**src/rtl/clk_diag_multi.sv**
```systemverilog
// clk_diag_multi: multi-channel diagnostic LED driver.
// A shared prescaler produces a one-cycle tick. Each channel drives one output
// as OFF, ON, BLINK (toggle per tick) or CODE (a gap followed by N flashes).
// Optional feature: define CLK_DIAG_DIM_EN to add an 8-bit dim input and a
// free-running PWM counter that gates every output.
module clk_diag_multi #(
   parameter int unsigned CHANNELS  = 4,
   parameter int unsigned BITS      = 26,
   parameter int unsigned PERIOD    = 12288000,
   parameter int unsigned GAP_TICKS = 4
) (
   input  logic                  clk,
   input  logic                  reset,
   input  logic [BITS-1:0]       period,
   input  logic [2*CHANNELS-1:0] mode,
   input  logic [4*CHANNELS-1:0] code,
`ifdef CLK_DIAG_DIM_EN
   input  logic [7:0]            dim,
`endif
   output logic                  tick,
   output logic [CHANNELS-1:0]   out
);

   typedef enum logic [1:0] {
      MODE_OFF   = 2'd0,
      MODE_ON    = 2'd1,
      MODE_BLINK = 2'd2,
      MODE_CODE  = 2'd3
   } mode_e;

   typedef enum logic [1:0] {
      ST_GAP       = 2'd0,
      ST_FLASH_ON  = 2'd1,
      ST_FLASH_OFF = 2'd2
   } state_e;

   localparam logic [3:0] GAP_LAST = 4'(GAP_TICKS);

   logic [BITS-1:0]     count_q, count_d;
   logic                tick_q, tick_d;

   mode_e               mode_q  [CHANNELS];
   state_e              state_q [CHANNELS];
   logic [3:0]          gap_q   [CHANNELS];
   logic [3:0]          rem_q   [CHANNELS];
   logic [CHANNELS-1:0] lvl_q;

   // Next prescaler value: count down, reload with period-1 on expiry (0 and 1 both reload 0).
   always_comb begin
      count_d = count_q - BITS'(1);
      tick_d  = 1'b0;
      if (count_q == '0) begin
         tick_d  = 1'b1;
         count_d = (period <= BITS'(1)) ? '0 : period - BITS'(1);
      end
   end

   // Prescaler state and registered tick pulse.
   always_ff @(posedge clk or negedge reset) begin
      if (!reset) begin
         count_q <= BITS'(PERIOD);
         tick_q  <= 1'b0;
      end else begin
         count_q <= count_d;
         tick_q  <= tick_d;
      end
   end

   // Per-channel mode register, CODE FSM and pattern level; a mode change overrides a coincident tick.
   always_ff @(posedge clk or negedge reset) begin
      if (!reset) begin
         for (int unsigned ch = 0; ch < CHANNELS; ch++) begin
            mode_q[ch]  <= MODE_OFF;
            state_q[ch] <= ST_GAP;
            gap_q[ch]   <= '0;
            rem_q[ch]   <= '0;
         end
         lvl_q <= '0;
      end else begin
         for (int unsigned ch = 0; ch < CHANNELS; ch++) begin
            if (mode[2*ch +: 2] != mode_q[ch]) begin
               mode_q[ch]  <= mode_e'(mode[2*ch +: 2]);
               state_q[ch] <= ST_GAP;
               gap_q[ch]   <= '0;
               rem_q[ch]   <= '0;
               lvl_q[ch]   <= 1'b0;
            end else begin
               case (mode_q[ch])
                  MODE_OFF:   lvl_q[ch] <= 1'b0;
                  MODE_ON:    lvl_q[ch] <= 1'b1;
                  MODE_BLINK: if (tick_q) lvl_q[ch] <= ~lvl_q[ch];
                  MODE_CODE: begin
                     if (tick_q) begin
                        case (state_q[ch])
                           ST_GAP: begin
                              lvl_q[ch] <= 1'b0;
                              if (gap_q[ch] + 4'd1 == GAP_LAST) begin
                                 gap_q[ch] <= '0;
                                 rem_q[ch] <= code[4*ch +: 4];
                                 if (code[4*ch +: 4] != 4'd0) begin
                                    state_q[ch] <= ST_FLASH_ON;
                                    lvl_q[ch]   <= 1'b1;
                                 end
                              end else begin
                                 gap_q[ch] <= gap_q[ch] + 4'd1;
                              end
                           end
                           ST_FLASH_ON: begin
                              lvl_q[ch]   <= 1'b0;
                              rem_q[ch]   <= rem_q[ch] - 4'd1;
                              state_q[ch] <= ST_FLASH_OFF;
                           end
                           ST_FLASH_OFF: begin
                              if (rem_q[ch] == 4'd0) begin
                                 state_q[ch] <= ST_GAP;
                                 gap_q[ch]   <= '0;
                                 lvl_q[ch]   <= 1'b0;
                              end else begin
                                 state_q[ch] <= ST_FLASH_ON;
                                 lvl_q[ch]   <= 1'b1;
                              end
                           end
                           default: begin
                              state_q[ch] <= ST_GAP;
                              gap_q[ch]   <= '0;
                              lvl_q[ch]   <= 1'b0;
                           end
                        endcase
                     end
                  end
                  default: lvl_q[ch] <= 1'b0;
               endcase
            end
         end
      end
   end

   assign tick = tick_q;

`ifdef CLK_DIAG_DIM_EN
   logic [7:0] pwm_q;

   // Free-running PWM counter for output dimming.
   always_ff @(posedge clk or negedge reset) begin
      if (!reset) pwm_q <= '0;
      else        pwm_q <= pwm_q + 8'd1;
   end

   assign out = lvl_q & {CHANNELS{pwm_q < dim}};
`else
   assign out = lvl_q;
`endif

endmodule

```
**config.mk**
```make
export PLATFORM = sky130hd
export DESIGN_NAME = clk_diag_multi
export DESIGN_NICKNAME = d
export VERILOG_FILES = /design/src/rtl/clk_diag_multi.sv
export SDC_FILE = /design/constraint.sdc
export NUM_CORES = 1
export LEC_CHECK = 0
export BUFFER_PORTS_ARGS = -buffer_cell sky130_fd_sc_hd__buf_2
export CORE_AREA = 2 2 136 138
export CTS_BUF_LIST = sky130_fd_sc_hd__clkbuf_2 sky130_fd_sc_hd__clkbuf_4 sky130_fd_sc_hd__clkbuf_8
export CTS_CLUSTER_DIAMETER = 60
export DETAILED_ROUTE_END_ITERATION = 7
export DIE_AREA = 0 0 138 140
export GPL_TIMING_DRIVEN = 0
export SLEW_MARGIN = 30
export SYNTH_ARGS = -nofsm -noshare
export SYNTH_HDL_FRONTEND = slang
export SYNTH_SLANG_ARGS = --single-unit
```
**constraint.sdc**
```tcl
create_clock -name clk -period 6.9 [get_ports clk]
set_input_delay 1.38 -clock clk [delete_from_list [all_inputs] [get_ports clk]]
set_output_delay 1.38 -clock clk [all_outputs]
set_load 0.1 [all_outputs]
```
==> impl_metrics.toml <==
[floorplan]
rows = 49
die_area_sq_mm = 0.0193
ios = 57
die_h_um = 140
die_w_um = 138
start_util = 0.277
core_sq_mm = 0.0178

[setup_path]
cp_max_fo = 10
rrSetupSlack_ps = 4240
worstReg2RegStart = "count_q[18]"
cp_data_arrival_time_ps = 3650
endpoint_kind = "flop"
critPathLaunch = "period[12]"
start_kind = "input port"
crit_type = "in -> reg"
required_ps = 7140

[place]
port_buffers = 56
hpwl_um = 8250
gp_congestion = 0.813
placed_cell_area_sq_mm = 0.00552

[timing]
whs_ps = 513
slew_viol_final = 0
fin_crit_ps = 3420
fin_skew_ps = 10.8
tightestPinTransition_ps = 891
max_freq_mhz = 293
rsz0062_at_grt = "false"
hold_viol = 0
max_slew_margin = 0.400
setup_viol = 0
period_share = 0.495
totalNegativeSetupSlack_ps = 0

[routing]
drt_first_pass_iters = 4
postRouteAntennaNets = 0
viasPerCell = 4.87
routed_wl_um = 11200
drtIter0Drc = 141
wl_per_cell_um = 13.2
drc = 0
vias = 4138

[logic_synthesis]
yosys_most_used_dff = "dfrtp_1"
synthCells = 547
yosysWarnings = 0
avgSynthCellArea_sq_um = 8.99
syn_area_sq_mm = 0.00492
async_flop_share = 1.00
synth_fp_nets = 614
ys_seq_area_frac = 0.404
synth-edff-count = 0
synth_seq_cells = 79
synth_cell_types = 55

[min_path]
hp-class = "reg -> reg"
worst_hold_startpoint = "gap_q[6]"

[cts]
cts.path.max_buffers = 2
cts_resized = 0
ctsHoldBuffers = 0
cts.sinks = 79
cts_tree = "done"
htreeDepth = 3
cts_buffers = 9
clk_latency_ps = 370
post_cts_buffers = 0
clk_pin_slew_ps = 80
root_buffer = "clkbuf_8"

[layout]
area_growth_pct = 15.7
drive_gt1_frac = 0.161
insertedDiodeCount = 0
fin_util = 0.320
fillCellCount = 1893
final_area_sq_mm = 0.00569
nets = 682

[power_and_ir_drop]
power_mw = 0.938
leakage_nw = 2.18
power_density_mw_per_mm2 = 165
max-vdd-ir-drop_v = 0.0000865

[global_routing]
track_usage = 0.118
antenna_found_initial = 0
grt_max_degree = 59
grt-ovfl-total = 0
grt_pass1_vias = 3907
grt_pass1_wl_um = 18800

[status]
run_status = "completed"

[run]
max_cap_violations = 0
## report_power, final
part | total [mW] | internal (mW) | switching (mW)
logic | 0.130 | 0.0510 | 0.0786
clock network | 0.319 | 0.130 | 0.188
registers | 0.490 | 0.476 | 0.0133
## cell usage after synthesis, types with 3 or more instances
cell / count / share of area
nand3_1: 18 / 0.018
nand2b_1: 6 / 0.0076
clkbuf_1: 19 / 0.014
a31oi_1: 4 / 0.0051
or2_2: 5 / 0.0064
o21ai_0: 34 / 0.035
a21oi_1: 23 / 0.023
nor2b_1: 9 / 0.011
nor4_1: 16 / 0.020
and2_1: 4 / 0.0051
or4_1: 8 / 0.012
mux2i_1: 3 / 0.0061
a22o_1: 5 / 0.0089
o2bb2ai_1: 5 / 0.0089
nand3b_1: 8 / 0.012
a22oi_1: 4 / 0.0061
inv_1: 22 / 0.017
o22ai_1: 20 / 0.025
xnor2_1: 37 / 0.066
dfstp_2: 7 / 0.037
nor2_1: 50 / 0.038
nand2_1: 40 / 0.031
ha_1: 15 / 0.038
o31ai_1: 12 / 0.018
o211ai_1: 3 / 0.0046
nor4b_1: 3 / 0.0053
a32o_1: 4 / 0.0081
o41ai_1: 4 / 0.0071
nor3_1: 23 / 0.023
dfrtp_1: 72 / 0.37
or3b_2: 3 / 0.0053
nor3b_1: 10 / 0.015
nand4_1: 4 / 0.0051
xor2_1: 16 / 0.028
## critical path: stages
cell,delay [ps]
buf_2,130
nor4_2,510
nand3b_1,330
or4_4,600
o31ai_4,410
buf_6,210
o22ai_1,80
## metrics by stage
| step | cells | setup WS [ps] |
|---|---|---|
| after CTS | 849 | 3480 |
| final | 849 | 3480 |
| after global routing | 849 | 3370 |
| after detailed placement | 833 | 3060 |
| after floorplan | 547 | 3590 |
| after global placement | 832 | 3040 |
## cells in the final DEF (no fill, tap or decap), types with 20 or more instances in the layout
| master | count |
|---|---|
| dfrtp_1 | 72 |
| buf_2 | 57 |
| nor2_1 | 50 |
| nand2_1 | 40 |
| xnor2_1 | 37 |
| o21ai_0 | 34 |
| nor3_1 | 23 |
| a21oi_1 | 23 |
| inv_1 | 22 |
| o22ai_1 | 20 |
## logic make-up after synthesis
logic type,share of synthesized area
DFF,0.404
xor gates and xnor gates,0.0944
muxes,0.00839
and+or+nand+nor,0.243
adders and majority gates,0.0381
buffers and inverters,0.0379
AOI/OAI and AO/OA,0.175
## sequential cells by signal (all words and copies together), names as in the netlist
register  cells
count_q      26
gap_q        16
mode_q        8
rem_q        16
state_q       8
out           4
tick          1
## final timing paths
kind	end	depth (start not counted)
worst max register to register	count_q[13]	6
min in group asynchronous	rem_q[3]	1
worst max-delay path	count_q[9]	7
worst min register to register	gap_q[6]	1
worst min-delay path	gap_q[6]	1
max in group asynchronous	count_q[16]	2
## per-layer routing
metal	wire length [um]	vias up	global-route usage
met1	5520	1921	0.152
met2	5140	72	0.193
met3	375	13	0.0294
li1	-	2132	-
met4	163	0	0.0403
met5	0	-	0
## cell type report
cell class                 count  area, sq um  share of cell area
timing repair buffer          57          314              0.0552
buffer                        23          104              0.0182
clock inverter                 7         47.5             0.00835
multi-input combinational    423         2750               0.483
inverter                      22         82.6              0.0145
clock buffer                   9          124              0.0218
tap                          229          287              0.0503
sequential                    79         1990               0.349
Note: power is estimated with default switching activity, not from simulation.
